$ cat src/rtl/arith_scheduler_if.sv
// Handshake bundle for arith_scheduler: two operand requesters and one result consumer.
interface arith_scheduler_if #(
    parameter int WIDTH = 8
);
    logic                 req0_valid;
    logic                 req0_ready;
    logic [WIDTH-1:0]     req0_a;
    logic [WIDTH-1:0]     req0_b;
    logic [1:0]           req0_op;
    logic                 req1_valid;
    logic                 req1_ready;
    logic [WIDTH-1:0]     req1_a;
    logic [WIDTH-1:0]     req1_b;
    logic [1:0]           req1_op;
    logic                 rsp_valid;
    logic                 rsp_ready;
    logic                 rsp_id;
    logic [2*WIDTH-1:0]   rsp_result;

    modport master (
        output req0_valid, req0_a, req0_b, req0_op,
        output req1_valid, req1_a, req1_b, req1_op,
        output rsp_ready,
        input  req0_ready, req1_ready,
        input  rsp_valid, rsp_id, rsp_result
    );

    modport slave (
        input  req0_valid, req0_a, req0_b, req0_op,
        input  req1_valid, req1_a, req1_b, req1_op,
        input  rsp_ready,
        output req0_ready, req1_ready,
        output rsp_valid, rsp_id, rsp_result
    );
endinterface

$ cat src/rtl/arith_scheduler.sv
// Two-requester round-robin arithmetic unit: add, subtract and iterative shift-add multiply.
// The multiplier exists only when ARITH_SCHED_MUL_EN is defined; otherwise opcode 10 acts as reserved.
module arith_scheduler #(
    parameter int WIDTH = 8
) (
    input logic              clk,
    input logic              rst,
    arith_scheduler_if.slave bus
);
    localparam int         RW     = 2 * WIDTH;
    localparam logic [1:0] OP_ADD = 2'b00;
    localparam logic [1:0] OP_SUB = 2'b01;

    typedef enum logic [1:0] {IDLE = 2'b00, EXEC = 2'b01, RESP = 2'b10} state_t;

    state_t           state_r;
    state_t           state_next_s;
    logic             ptr_r;
    logic             id_r;
    logic [1:0]       op_r;
    logic [WIDTH-1:0] a_r;
    logic [WIDTH-1:0] b_r;
    logic             rsp_valid_r;
    logic             rsp_id_r;
    logic [RW-1:0]    rsp_result_r;
    logic             grant0_s;
    logic             grant1_s;
    logic             ready0_s;
    logic             ready1_s;
    logic             accept_s;
    logic             exec_done_s;
    logic [1:0]       op_sel_s;
    logic [WIDTH-1:0] a_sel_s;
    logic [WIDTH-1:0] b_sel_s;

`ifdef ARITH_SCHED_MUL_EN
    localparam logic [1:0] OP_MUL = 2'b10;
    localparam int         CNT_W  = (WIDTH > 1) ? $clog2(WIDTH) : 1;
    localparam logic [CNT_W-1:0] CNT_LAST = CNT_W'(WIDTH - 1);
    localparam logic [CNT_W-1:0] CNT_ONE  = CNT_W'(1);

    logic [RW-1:0]    acc_r;
    logic [RW-1:0]    mcand_r;
    logic [WIDTH-1:0] mplier_r;
    logic [CNT_W-1:0] cnt_r;
    logic [RW-1:0]    acc_sum_s;
    logic             is_mul_s;

    assign is_mul_s  = (op_r == OP_MUL);
    assign acc_sum_s = acc_r + (mplier_r[0] ? mcand_r : {RW{1'b0}});
`endif

    function automatic logic [RW-1:0] alu_result(input logic [1:0] op,
                                                 input logic [WIDTH-1:0] a,
                                                 input logic [WIDTH-1:0] b);
        logic [RW-1:0] ax;
        logic [RW-1:0] bx;
        ax = {{WIDTH{1'b0}}, a};
        bx = {{WIDTH{1'b0}}, b};
        case (op)
            OP_ADD:  alu_result = ax + bx;
            OP_SUB:  alu_result = ax - bx;
            default: alu_result = {RW{1'b0}};
        endcase
    endfunction

    assign bus.req0_ready = ready0_s;
    assign bus.req1_ready = ready1_s;
    assign bus.rsp_valid  = rsp_valid_r;
    assign bus.rsp_id     = rsp_id_r;
    assign bus.rsp_result = rsp_result_r;

    // Grant arbitration, ready generation and next-state logic.
    always_comb begin
        grant0_s     = 1'b0;
        grant1_s     = 1'b0;
        state_next_s = state_r;
        exec_done_s  = 1'b1;
        if (bus.req0_valid && bus.req1_valid) begin
            grant0_s = ~ptr_r;
            grant1_s = ptr_r;
        end else begin
            grant0_s = bus.req0_valid;
            grant1_s = bus.req1_valid;
        end
        ready0_s = (state_r == IDLE) && !rst && grant0_s;
        ready1_s = (state_r == IDLE) && !rst && grant1_s;
        accept_s = (bus.req0_valid && ready0_s) || (bus.req1_valid && ready1_s);
        op_sel_s = grant1_s ? bus.req1_op : bus.req0_op;
        a_sel_s  = grant1_s ? bus.req1_a  : bus.req0_a;
        b_sel_s  = grant1_s ? bus.req1_b  : bus.req0_b;
`ifdef ARITH_SCHED_MUL_EN
        if (is_mul_s) begin
            exec_done_s = (cnt_r == CNT_LAST);
        end else begin
            exec_done_s = 1'b1;
        end
`endif
        case (state_r)
            IDLE: begin
                if (accept_s) state_next_s = EXEC;
                else          state_next_s = IDLE;
            end
            EXEC: begin
                if (exec_done_s) state_next_s = RESP;
                else             state_next_s = EXEC;
            end
            RESP: begin
                if (bus.rsp_ready) state_next_s = IDLE;
                else               state_next_s = RESP;
            end
            default: state_next_s = IDLE;
        endcase
    end

    // FSM state register.
    always_ff @(posedge clk) begin
        if (rst) state_r <= IDLE;
        else     state_r <= state_next_s;
    end

    // Operand capture, multiply iteration and response registers.
    always_ff @(posedge clk) begin
        if (rst) begin
            ptr_r        <= 1'b0;
            id_r         <= 1'b0;
            op_r         <= 2'b00;
            a_r          <= {WIDTH{1'b0}};
            b_r          <= {WIDTH{1'b0}};
            rsp_valid_r  <= 1'b0;
            rsp_id_r     <= 1'b0;
            rsp_result_r <= {RW{1'b0}};
`ifdef ARITH_SCHED_MUL_EN
            acc_r        <= {RW{1'b0}};
            mcand_r      <= {RW{1'b0}};
            mplier_r     <= {WIDTH{1'b0}};
            cnt_r        <= {CNT_W{1'b0}};
`endif
        end else begin
            case (state_r)
                IDLE: begin
                    if (accept_s) begin
                        id_r  <= grant1_s;
                        ptr_r <= ~grant1_s;
                        op_r  <= op_sel_s;
                        a_r   <= a_sel_s;
                        b_r   <= b_sel_s;
`ifdef ARITH_SCHED_MUL_EN
                        acc_r    <= {RW{1'b0}};
                        mcand_r  <= {{WIDTH{1'b0}}, a_sel_s};
                        mplier_r <= b_sel_s;
                        cnt_r    <= {CNT_W{1'b0}};
`endif
                    end
                end
                EXEC: begin
                    if (exec_done_s) begin
                        rsp_valid_r <= 1'b1;
                        rsp_id_r    <= id_r;
`ifdef ARITH_SCHED_MUL_EN
                        // The last partial product is folded straight into the result.
                        rsp_result_r <= is_mul_s ? acc_sum_s : alu_result(op_r, a_r, b_r);
`else
                        rsp_result_r <= alu_result(op_r, a_r, b_r);
`endif
                    end
`ifdef ARITH_SCHED_MUL_EN
                    else begin
                        acc_r    <= acc_sum_s;
                        mcand_r  <= mcand_r << 1;
                        mplier_r <= mplier_r >> 1;
                        cnt_r    <= cnt_r + CNT_ONE;
                    end
`endif
                end
                RESP: begin
                    if (bus.rsp_ready) rsp_valid_r <= 1'b0;
                end
                default: rsp_valid_r <= 1'b0;
            endcase
        end
    end
endmodule

$ cat src/flat_wrapper.sv
// flat-port wrapper written by rule: the top's interface ports become plain ports
module arith_scheduler_flat 
#(
    parameter int WIDTH = 8
)
  (clk, rst, bus_req0_valid, bus_req0_a, bus_req0_b, bus_req0_op, bus_req1_valid, bus_req1_a, bus_req1_b, bus_req1_op, bus_rsp_ready, bus_req0_ready, bus_req1_ready, bus_rsp_valid, bus_rsp_id, bus_rsp_result);
  arith_scheduler_if #(.WIDTH(WIDTH)) bus_i ();
  input logic clk;
  input logic rst;
  input wire logic [$bits(bus_i.req0_valid)-1:0] bus_req0_valid;
  input wire logic [$bits(bus_i.req0_a)-1:0] bus_req0_a;
  input wire logic [$bits(bus_i.req0_b)-1:0] bus_req0_b;
  input wire logic [$bits(bus_i.req0_op)-1:0] bus_req0_op;
  input wire logic [$bits(bus_i.req1_valid)-1:0] bus_req1_valid;
  input wire logic [$bits(bus_i.req1_a)-1:0] bus_req1_a;
  input wire logic [$bits(bus_i.req1_b)-1:0] bus_req1_b;
  input wire logic [$bits(bus_i.req1_op)-1:0] bus_req1_op;
  input wire logic [$bits(bus_i.rsp_ready)-1:0] bus_rsp_ready;
  output wire logic [$bits(bus_i.req0_ready)-1:0] bus_req0_ready;
  output wire logic [$bits(bus_i.req1_ready)-1:0] bus_req1_ready;
  output wire logic [$bits(bus_i.rsp_valid)-1:0] bus_rsp_valid;
  output wire logic [$bits(bus_i.rsp_id)-1:0] bus_rsp_id;
  output wire logic [$bits(bus_i.rsp_result)-1:0] bus_rsp_result;
  assign bus_i.req0_valid = bus_req0_valid;
  assign bus_i.req0_a = bus_req0_a;
  assign bus_i.req0_b = bus_req0_b;
  assign bus_i.req0_op = bus_req0_op;
  assign bus_i.req1_valid = bus_req1_valid;
  assign bus_i.req1_a = bus_req1_a;
  assign bus_i.req1_b = bus_req1_b;
  assign bus_i.req1_op = bus_req1_op;
  assign bus_i.rsp_ready = bus_rsp_ready;
  assign bus_req0_ready = bus_i.req0_ready;
  assign bus_req1_ready = bus_i.req1_ready;
  assign bus_rsp_valid = bus_i.rsp_valid;
  assign bus_rsp_id = bus_i.rsp_id;
  assign bus_rsp_result = bus_i.rsp_result;
  arith_scheduler #(.WIDTH(WIDTH)) u_core (.clk(clk), .rst(rst), .bus(bus_i));
endmodule
$ cat config.mk
export PLATFORM = sky130hd
export DESIGN_NAME = arith_scheduler_flat
export DESIGN_NICKNAME = d
export VERILOG_FILES = /design/src/rtl/arith_scheduler_if.sv /design/src/rtl/arith_scheduler.sv /design/src/flat_wrapper.sv
export SDC_FILE = /design/constraint.sdc
export NUM_CORES = 1
export LEC_CHECK = 0
export BUFFER_PORTS_ARGS = -buffer_cell sky130_fd_sc_hd__buf_2
export CAP_MARGIN = 20
export CORE_MARGIN = 8
export CORE_UTILIZATION = 54
export CTS_BUF_LIST = sky130_fd_sc_hd__clkbuf_8
export DETAILED_ROUTE_END_ITERATION = 12
export PLACE_DENSITY = 0.89
export SLEW_MARGIN = 5
export SYNTH_ARGS = -nofsm -noshare
export SYNTH_HDL_FRONTEND = slang
export SYNTH_SLANG_ARGS = --single-unit
export TNS_END_PERCENT = 10
$ cat constraint.sdc
create_clock -name clk -period 2.65 [get_ports clk]
set_input_delay 0.265 -clock clk [delete_from_list [all_inputs] [get_ports clk]]
set_output_delay 0.265 -clock clk [all_outputs]
set_load 0.02 [all_outputs]
After elaboration in Yosys (flattened, before gate mapping)
Cells that the tools add are included.

storage, ports and cells
  flip-flop bits (word level) = 40
  input port bits = 41
  logic and storage cells = 41
  output and inout bits = 20

cells by class
  eq/ne operators = 4
  reduce and logical (&&, ||, !) cells = 12
  bitwise logic cells = 3
  mux-type cells = 11
  add/sub/neg operators = 2

operators by type and width
  kind                count
  $pmux 16 s2         1
  $mux 8              2
  $add 8x8->9         1
  $sub 8x8->9         1
  $logic_and 1x1->1   6
  $pmux 2 s3          1
  $eq 2x1->1 const B  2
  $logic_not 2->1     2
  $mux 1              4
  $mux 2              2
  $reduce_and 2->1    2
  $not 1->1           3
  $pmux 1 s3          1
  $eq 2x2->1 const B  1
  $ne 2x2->1 const B  1
  $logic_not 1->1     1
  $logic_or 1x1->1    1

Longest topological paths before layout
Gate-level depths: netlist of run 1.

  word-level depth = 7
  depth in mapped cells = 10
  gate-level depth less buffers = 10

Worst setup path before layout of run 1
Ideal clock, no wire load.

  path type = reg-to-reg
  start = register u_core.b_r[0]
  end = register u_core.rsp_result_r[4] (netlist: u_core.bus.rsp_result[4])
  required time = 2.579 ns
  stages on the path, launching flop included = 9
  arrival time = 1.846 ns
  setup time = 0.071 ns
  setup slack = 0.734 ns
  clock period less this slack = 1.916 ns
  path buffers = 0
  cells stage by stage = dfxtp_1 -> ha_1 -> fa_1 -> nor3b_2 -> a211oi_2 -> o21ai_1 -> xor2_1 -> or3_1 -> a21oi_1

between the ends
  word-level cells in the longest chain between the ends = 2
  elaborated cells on any way between the ends = 3
  those cells by class = 2 x add/sub; 1 x mux

ends and longest elaborated chain
  element                                     line                                          source
  start: declaration                          arith_scheduler.sv:22                         logic [WIDTH-1:0] b_r;
  start signal: assignment                    arith_scheduler.sv:129                        b_r <= {WIDTH{1'b0}};
  start signal: assignment                    arith_scheduler.sv:147                        b_r <= b_sel_s;
  $sub 8x8->9 or $add 8x8->9 (tied branches)  arith_scheduler.sv:62, arith_scheduler.sv:61
  $pmux 16 s2 (*)                             arith_scheduler.sv:60                         case (op)
  end signal: assignment                      arith_scheduler.sv:132                        rsp_result_r <= {RW{1'b0}};
  end signal: assignment                      arith_scheduler.sv:164                        rsp_result_r <= alu_result(op_r, a_r, b_r);
  end: declaration                            arith_scheduler.sv:25                         logic [RW-1:0] rsp_result_r;

Mark *: on every way between the ends. The rest lies on a longest branch, timed or not.
A chain may end at the register's enable or synchronous reset.

Final worst setup path of run 1
  start = register u_core.b_r[0]
  end = register u_core.rsp_result_r[6] (netlist: u_core.bus.rsp_result[6])

The elaborated chain is that of the path after synthesis.

==> run summary, run 1 <==
status: finished clean
die width: 80.22 microns
gpl congestion: 0.8849
class of the most critical setup path: reg -> reg
DR iter-0 viols: 81
initial antenna violation count: 0
row count: 23
via count: 1948
PortBufs: 60
crit share post-route: 81.18%
Synth Instances: 263
most frequent cells in the layout: buf_2 (60), dfxtp_1 (34), nor2_1 (33)
Post-synth top flop: dfxtp_1
Die ar.: 6435 sq um
I/O pins: 61
slowest stage delay, CP: 0.38 ns
Synth top area share: 30.56%
EDFF count, synth: 0
most common cell after layout, fill and taps aside: buf_2
#FFs+latches synth: 34
post-synth net total: 323
post_cts resized: 0
maximum VDD drop: 0.0004068 V
share of cells above drive strength 1: 24.52%
total CTS buffers: 5
NumNets Final: 369
maxcap violations: 0
Initial Utilization: 55.68%
grt ovf: 0
Final Max Slew Viols: 0
WL/cell: 13.67 microns
Final Hold Fails: 0
sequential fraction of the synthesis area: 30.56%
critical-path cell list: ha_1 > fa_1 > nor3b_2 > a211oi_2 > o31a_1 > xnor2_1 > a221oi_1 > nor3_1
number of vias per cell: 5.411
clock sink count: 34
diode count: 0
dpl hpwl: 3803 microns
measured slew at the worst slew-check pin: 0.6368 ns
final hold slack: 0.2323 ns
CTS clk-pin slew, worst paths: 0.07 ns
CTS Buffer Depth: 2
Worst setup SP type: flip-flop
Setup TNS: 0 ns
CP startpoint: u_core.b_r[0]
Fmax achieved: 464.9 MHz
CP delay by family, top: compound AO/OA/AOI/OAI gates
number of global-route vias before repair: 1914
type of element capturing the critical path: flip-flop
Post-synth ARST share: 0%
1st-pass router iterations: 4
crit path time final: 2.151 ns
CP Buf/Inv Count: 0
Core ar.: 4000 sq um
CTS H-tree lvls: 2
Die Y: 80.22 microns
# setup viols final: 0
Post-Syn Area per Cell: 8.468 sq um
worst min path class: in -> reg
GRT Resource Usage Total: 15.46%
Arr. time, crit path: 2.30 ns
Clk Latency, worst-skew pair: 0.29 ns
Detailed Route WL: 4922 microns
first-pass GRT wire length: 8073 microns
Routed Antenna Nets: 0
unrepaired setup endpoints after global routing: no
pwr/cell area: 571.0 nW/um^2
Setup Buffers After CTS: 0
hold_sp: bus_req1_valid
Netlist cell types: 46
clk root buf: clkbuf_8
Max-slew headroom: 57.55%
crit-path max FO: 4
cell taking the most area after synthesis: dfxtp_1
Leak: 1.207 nW
main area contributors after synthesis: dfxtp_1 (31%), ha_1 (9.6%), mux2i_1 (9.4%), a211oi_1 (6.1%), nor2_1 (5.6%)
synth warn: 0
R2R Path Start: u_core.b_r[0]
WP data required: 2.80 ns
Hold-fix buffers, CTS: 0
CTS tree: built
drt drc: 0
Layout Skew: 0.003194 ns
largest net degree at the start of global routing: 38
Cell Area, Synth: 2227 sq um
Area Growth Syn to Fin: 15.11%
CP max-delay cell: fa_1
through the flow:
| stage | instance area, sq um | worst slack, ns | util (%) | power [W] | cells |
|---|---|---|---|---|---|
| floorplan | 2227 | 0.7338 | - | 0.0009689 | 263 |
| global placement | 2469 | 0.6048 | 61.71 | 0.001058 | 352 |
| detailed placement | 2469 | 0.5431 | 61.71 | 0.001074 | 352 |
| CTS | 2564 | 0.5313 | 64.09 | 0.001475 | 360 |
| global route | 2564 | 0.3625 | 64.09 | 0.001555 | 360 |
| finish | 2564 | 0.4988 | 64.09 | 0.001464 | 360 |
report_power, final:
| part | switching [W] | total [W] | internal, W |
|---|---|---|---|
| clock | 0.000192 | 0.000401 | 0.000209 |
| sequential | 0.0000481 | 0.000608 | 0.000559 |
| combinational | 0.000258 | 0.000456 | 0.000197 |
layer usage:
layer | vias to the layer above | track usage [%] | routed length, microns
met5 | - | 0 | 0
met4 | 0 | 6.182 | 70
met3 | 7 | 4.688 | 309
met2 | 62 | 26.60 | 2241
met1 | 865 | 17.31 | 2301
li1 | 1014 | - | -
cells in the mapped netlist (2+ instances only):
cell,count
nor4_1,2
a311oi_1,3
a21oi_1,16
o2111ai_1,2
buf_2,3
xnor2_1,4
nor2b_1,7
inv_1,15
a2111oi_0,3
o21ai_1,2
nor3_1,10
o21a_1,2
a211oi_1,18
o21ai_0,5
fa_1,2
clkbuf_1,7
ha_1,17
xor2_1,2
o31ai_1,2
nand2b_1,3
buf_4,12
or3_1,2
dfxtp_1,34
nor2_1,33
mux2i_1,21
nand3_1,2
nand2_1,11
o211ai_1,5
cells by family after synthesis:
group                      count (synthesis)  synth area share [%]
and+or+nand+nor                           75                 15.90
AOI/OAI and AO/OA                         68                 21.07
buffers and inverters                     40                 9.325
DFF                                       34                 30.56
muxes                                     21                 9.438
adders and majority gates                 19                 11.35
xor gates and xnor gates                   6                 2.360
flip-flops by register name, indices dropped and copies added (netlist names):
| name | cells |
|---|---|
| u_core.state_r | 2 |
| u_core.ptr_r | 1 |
| u_core.a_r | 8 |
| u_core.bus.rsp_id | 1 |
| u_core.bus.rsp_result | 10 |
| u_core.op_r | 2 |
| u_core.b_r | 8 |
| u_core.id_r | 1 |
| u_core.bus.rsp_valid | 1 |
area by class of cell:
class,count,area [sq um]
Clock buffer,6,82.58
Clock inverter,2,12.51
Fill cell,344,1436
Inverter,16,60.06
Multi-Input combinational cell,189,1343
Sequential cell,34,680.7
Tap cell,50,62.56
Timing Repair Buffer,63,322.8
path summary, 6_finish.rpt:
| kind | end | slack [ns] | depth (start not counted) |
|---|---|---|---|
| max | u_core.bus.rsp_result[6] | 0.50 | 8 |
| min | u_core.ptr_r | 0.23 | 2 |
| max reg2reg | u_core.bus.rsp_result[6] | 0.50 | 8 |
| min reg2reg | u_core.bus.rsp_id | 0.45 | 2 |
Power figures use the tool's default switching activity.
==> inputs of run 2 (changes only) <==
Clock period 2.65 ns to 2 ns, I/O delays scaled along.
==> run 2 against run 1 <==
  * Hold slack lost 0.035 ns
  * Clock skew is essentially flat
  * Core utilization increased by 4.5 points
  * Global-route usage is 1.1 points higher
  * Design area increased by 7.0%
  * First-iteration DRC count up 77%
  * Clock power rose by 18%
  * Power increased by 35%
  * Critical endpoint unchanged
==> run summary, run 2 (synthesized netlist as in run 1, its figures left out) <==
Comb pwr share: 35.3% (+4.2 points)
Setup TNS: 0 ns (unchanged)
Final Core Density: 68.60% (+4.5 points)
CTS clk-pin slew, worst paths: 0.07 ns (about the same)
Arr. time, crit path: 2.14 ns (-0.16 ns)
Initial Utilization: 55.68% (unchanged)
PortBufs: 60 (unchanged)
Detailed Route WL: 5488 microns (+11%)
CP Buf/Inv Count: 0 (unchanged)
gpl congestion: 0.8947 (+1.1%)
hold_sp: bus_req1_valid
crit-path max FO: 4 (unchanged)
Worst setup SP type: flip-flop
CP delay by family, top: compound AO/OA/AOI/OAI gates
clock sink count: 34 (unchanged)
Layout Skew: 0.003189 ns (-0.000004720 ns)
GRT Resource Usage Total: 16.52% (+1.1 points)
maximum VDD drop: 0.0005060 V (+24%)
row count: 23 (unchanged)
dpl ws: -0.07925 ns (-0.6223 ns)
Final Max Slew Viols: 0 (unchanged)
hold depth: 2 (unchanged)
Die ar.: 6435 sq um (unchanged)
Leak: 1.260 nW (+4.4%)
Area Growth Syn to Fin: 23.20%
die width: 80.22 microns (unchanged)
critical-path cell list: ha_4 > fa_2 > nor3b_2 > a211oi_2 > o31a_1 > xnor2_1 > a221oi_1 > nor3_1
P_sw: 0.0006892 W (+38%)
type of element capturing the critical path: flip-flop
pwr/cell area: 722.7 nW/um^2 (+27%)
Core ar.: 4000 sq um (unchanged)
WP data required: 2.16 ns (-0.64 ns)
Flop pwr share: 40.7% (-0.8 points)
Setup WS post-layout: 0.02347 ns (-0.4753 ns)
Crit path depth: 8 (unchanged)
via count: 2068 (+6.2%)
R2R Path Start: u_core.b_r[0]
CTS Buffer Depth: 2 (unchanged)
reg2reg setup slack: 0.02 ns (-0.48 ns)
Fillers: 315 (-8.4%)
most common cell after layout, fill and taps aside: buf_2
Critical R2R Capture: u_core.bus.rsp_result[6]
number of vias per cell: 5.574 (+3.0%)
Final Hold Fails: 0 (unchanged)
Die Y: 80.22 microns (unchanged)
drt drc: 0 (unchanged)
final hold slack: 0.1977 ns (-0.03462 ns)
WL/cell: 14.79 microns (+8.2%)
CTS H-tree lvls: 2 (unchanged)
crit path time final: 1.977 ns (-0.1747 ns)
I/O pins: 61 (unchanged)
DR iter-0 viols: 143 (+77%)
max FFs per register: 10 (unchanged)
number of global-route vias before repair: 2052 (+7.2%)
largest net degree at the start of global routing: 38 (unchanged)
Worst Hold Endpoint: u_core.ptr_r
worst min path class: in -> reg
clk root buf: clkbuf_8
Routed Antenna Nets: 0 (unchanged)
P_int: 0.001294 W (+34%)
Clk pwr share: 23.9% (-3.5 points)
measured slew at the worst slew-check pin: 0.4737 ns (-0.1632 ns)
status: finished clean
dpl hpwl: 4014 microns (+5.6%)
slowest stage delay, CP: 0.35 ns (-0.03 ns)
first-pass GRT wire length: 8721 microns (+8.0%)
total CTS buffers: 5 (unchanged)
grt ovf: 0 (unchanged)
CP max-delay cell: dfxtp_2
crit share post-route: 98.83% (+18 points)
Clk Latency, worst-skew pair: 0.28 ns (about the same)
unrepaired setup endpoints after global routing: yes
most frequent cells in the layout: buf_2 (60), nor2_1 (33), dfxtp_1 (29)
Final Power: 0.001983 W (+35%)
initial antenna violation count: 0 (unchanged)
NumNets Final: 381 (+3.3%)
share of cells above drive strength 1: 32.40% (+7.9 points)
1st-pass router iterations: 4 (unchanged)
CTS tree: built
Fmax achieved: 505.9 MHz (+8.8%)
Max-slew headroom: 68.38% (+11 points)
maxcap violations: 0 (unchanged)
# setup viols final: 0 (unchanged)
diode count: 0 (unchanged)
Reg2Reg Depth: 8 (unchanged)
class of the most critical setup path: reg -> reg
sw frac: 34.76% (+0.69 points)
run 2: cell count changes in the layout (fill, tap and decap cells not counted), moves of 2 or more:
cell,change
buf_4,+10
dfxtp_1,-5
dfxtp_2,+3
dfxtp_4,+2
fa_1,-2
fa_2,+2
ha_1,-7
ha_2,+3
ha_4,+4
nor2b_1,-2
nor2b_2,+2
run 2: layer usage:
| metal | global-route usage, % | part of all wire, % | wire length (microns) | up-vias |
|---|---|---|---|---|
| met5 | 0 | 0 | 0 | - |
| met4 | 7.455 | 2.4 | 131 | 0 |
| met3 | 5.134 | 6.7 | 369 | 12 |
| met2 | 28.05 | 47 | 2597 | 85 |
| met1 | 18.43 | 44 | 2389 | 922 |
| li1 | - | - | - | 1049 |
run 2: what timing repair did:
action | CTS | global route
hold buffers | 0 | 0
resized for setup | 8 | 17
buffers inserted | 1 | 2
pin swaps | 4 | 7
cloned | 0 | 0
endpoints found under the setup margin | 3 | 5
run 2: worst max-delay path by stage:
stage	startpoint	to	slack, ns
after floorplan	u_core.b_r[0]	u_core.bus.rsp_result[4]	0.08
after global placement	u_core.b_r[0]	u_core.bus.rsp_result[4]	-0.009
after detailed placement	u_core.b_r[0]	u_core.bus.rsp_result[6]	-0.08
after CTS	u_core.b_r[2]	u_core.bus.rsp_result[8]	-0.01
after global routing	u_core.a_r[0]	u_core.bus.rsp_result[4]	-0.09
final	u_core.b_r[0]	u_core.bus.rsp_result[6]	0.02
run 2: area by class of cell:
cell class                      count  area, sq um  share of cell area [%]
Inverter                           16        60.06                   2.189
Sequential cell                    34        691.9                   25.22
Timing Repair Buffer               75        429.2                   15.64
Clock inverter                      2        11.26                  0.4104
Multi-Input combinational cell    189         1420                   51.76
Clock buffer                        5        68.82                   2.508
Tap cell                           50        62.56                   2.280
run 2: per-stage QoR:
step,cells,area [sq um]
final,371,2744
after global routing,371,2744
after CTS,369,2669
after detailed placement,361,2549
after global placement,361,2549
after floorplan,263,2227
run 2: power by group through the flow:
stage | Sequential (W) | Clock [W] | Combinational, W
after floorplan | 0.000821 | 0 | 0.000463
after global routing | 0.000818 | 0.000504 | 0.000769
after CTS | 0.000807 | 0.000478 | 0.000654
after global placement | 0.000812 | 0 | 0.000622
final | 0.000808 | 0.000474 | 0.000701
after detailed placement | 0.000818 | 0 | 0.000639
==> inputs of run 3 (changes only) <==
Settings changed: CORE_MARGIN 8 to default, CORE_UTILIZATION 54 to 55, GPL_TIMING_DRIVEN from default to 0, PLACE_DENSITY 0.89 to 0.9.
Clock period 2 ns to 2.5 ns, I/O delays scaled along.
==> run 3 against run 2 <==
  * Sequential cell count did not move
  * Hold slack improved by 0.015 ns
  * Register-to-register slack improved by 0.35 ns
==> run summary, run 3 (synthesized netlist as in run 1, its figures left out) <==
status: finished clean
Clk Latency, worst-skew pair: 0.28 ns (about the same)
Core ar.: 3771 sq um (-5.7%)
type of element capturing the critical path: flip-flop
total CTS buffers: 5 (unchanged)
Final Hold Fails: 0 (unchanged)
drt drc: 0 (unchanged)
die width: 65.64 microns (-18%)
maximum VDD drop: 0.0003787 V (-25%)
CP delay by family, top: compound AO/OA/AOI/OAI gates
GRT Resource Usage Total: 25.89% (+9.4 points)
# setup viols final: 0 (unchanged)
post_cts resized: 0 (-8)
via count: 2055 (-0.63%)
CTS clk-pin slew, worst paths: 0.07 ns (about the same)
Detailed Route WL: 4945 microns (-9.9%)
initial antenna violation count: 0 (unchanged)
Setup TNS: 0 ns (unchanged)
most common cell after layout, fill and taps aside: buf_2
Worst setup SP type: flip-flop
CTS H-tree lvls: 2 (unchanged)
pwr/cell area: 586.0 nW/um^2 (-19%)
critical-path cell list: inv_1 > ha_1 > nor2b_1 > o211ai_1 > a2111oi_0 > a31oi_1 > o2111ai_1 > a311oi_1
Comb pwr share: 33.1% (-2.2 points)
diode count: 0 (unchanged)
P_sw: 0.0005291 W (-23%)
dpl hpwl: 3998 microns (-0.40%)
WL/cell: 13.08 microns (-12%)
CTS tree: built
Layout Skew: 0.009824 ns (+0.006634 ns)
Fmax achieved: 469.8 MHz (-7.2%)
Die ar.: 4308 sq um (-33%)
CP max-delay cell: a2111oi_0
crit path time final: 2.129 ns (+0.1523 ns)
crit-path max FO: 4 (unchanged)
1st-pass router iterations: 4 (unchanged)
Arr. time, crit path: 2.26 ns (+0.12 ns)
Area Growth Syn to Fin: 20.22%
number of vias per cell: 5.437 (-2.5%)
sw frac: 33.72% (-1.0 points)
share of cells above drive strength 1: 26.67% (-5.7 points)
largest net degree at the start of global routing: 12 (-68%)
max FFs per register: 10 (unchanged)
I/O pins: 61 (unchanged)
Setup Buffers After CTS: 0 (-1)
crit share post-route: 85.15% (-14 points)
most frequent cells in the layout: buf_2 (62), dfxtp_1 (34), nor2_1 (33)
NumNets Final: 389 (+2.1%)
gpl congestion: 0.8958 (+0.12%)
Die Y: 65.64 microns (-18%)
number of global-route vias before repair: 1880 (-8.4%)
clock sink count: 34 (unchanged)
Leak: 1.279 nW (+1.5%)
clk root buf: clkbuf_8
DR iter-0 viols: 88 (-38%)
unrepaired setup endpoints after global routing: no
Clk pwr share: 26.5% (+2.6 points)
Final Max Slew Viols: 0 (unchanged)
grt ovf: 0 (unchanged)
maxcap violations: 0 (unchanged)
dpl ws: 0.4113 ns (+0.4906 ns)
Setup WS post-layout: 0.3712 ns (+0.3477 ns)
first-pass GRT wire length: 8500 microns (-2.5%)
worst min path class: in -> reg
CTS Buffer Depth: 2 (unchanged)
measured slew at the worst slew-check pin: 0.5023 ns (+0.02869 ns)
P_int: 0.001040 W (-20%)
Hold-fix buffers, CTS: 0 (unchanged)
PortBufs: 59 (-1.7%)
CP Buf/Inv Count: 1 (+1)
Flop pwr share: 40.4% (-0.3 points)
row count: 22 (-4.3%)
WP data required: 2.64 ns (+0.48 ns)
Initial Utilization: 59.06% (+3.4 points)
Max-slew headroom: 66.51% (-1.9 points)
class of the most critical setup path: reg -> reg
Routed Antenna Nets: 0 (unchanged)
slowest stage delay, CP: 0.44 ns (+0.09 ns)
-- run 3: cell count changes in the layout (fill, tap and decap cells not counted), moves of 2 or more --
cell / change
dfxtp_1: +5
ha_4: -4
fa_1: +2
dfxtp_4: -2
nor2b_2: -2
dfxtp_2: -3
fa_2: -2
ha_2: -3
nor2b_1: +2
ha_1: +7
clkbuf_1: +7
buf_2: +2
-- run 3: worst paths after layout --
path / start / end / slack (ns) / depth (start not counted)
setup / recovery: u_core.b_r[1] / u_core.bus.rsp_result[5] / 0.37 / 8
setup reg to reg: u_core.b_r[1] / u_core.bus.rsp_result[5] / 0.37 / 8
hold / removal: bus_req1_valid / u_core.ptr_r / 0.21 / 2
hold reg to reg: u_core.bus.rsp_id / u_core.bus.rsp_id / 0.46 / 2
-- run 3: power groups by stage --
stage / registers (W) / logic [W] / clock network (W)
after floorplan: 0.000656 / 0.000371 / 0
after detailed placement: 0.000647 / 0.000516 / 0
after global placement: 0.000644 / 0.000506 / 0
final: 0.000634 / 0.000519 / 0.000416
after global routing: 0.000642 / 0.000583 / 0.000446
after CTS: 0.000635 / 0.000519 / 0.000418
-- run 3: worst reg2reg max path, delay by kind of cell (launching register included) --
family          cells  cell delay, ns
compound gates      5            0.91
fa+ha+maj           1            0.31
buf+inv             1            0.11
flops               1            0.43
simple gates        1            0.22
-- run 3: cell type report --
class / instances / area, sq um
multi-input combinational: 189 / 1339
timing repair buffer: 59 / 295.3
tap: 48 / 60.06
buffer: 24 / 147.6
sequential: 34 / 680.7
clock buffer: 6 / 82.58
inverter: 16 / 60.06
fill: 319 / 1094
clock inverter: 2 / 12.51
-- run 3: through the flow --
stage / power [W] / instances / area [sq um] / utilization (%) / hold slack (ns)
2_1_floorplan: 0.001027 / 263 / 2227 / - / 0.3661
3_3_place_gp: 0.001150 / 370 / 2582 / 68.48 / 0.4371
3_5_place_dp: 0.001163 / 370 / 2582 / 68.48 / 0.4521
4_1_cts: 0.001572 / 378 / 2678 / 71.00 / 0.2084
5_1_grt: 0.001671 / 378 / 2678 / 71.00 / 0.2186
6_report: 0.001569 / 378 / 2678 / 71.00 / 0.2132
-- run 3: routing by layer --
metal	track usage, %	routed length (microns)	up-vias	share of wire [%]
li1	-	-	1056	-
met1	32.51	2267	930	46
met2	43.62	2384	64	48
met3	5.903	269	5	5.4
met4	7.609	24	0	0.49
met5	0	0	-	0
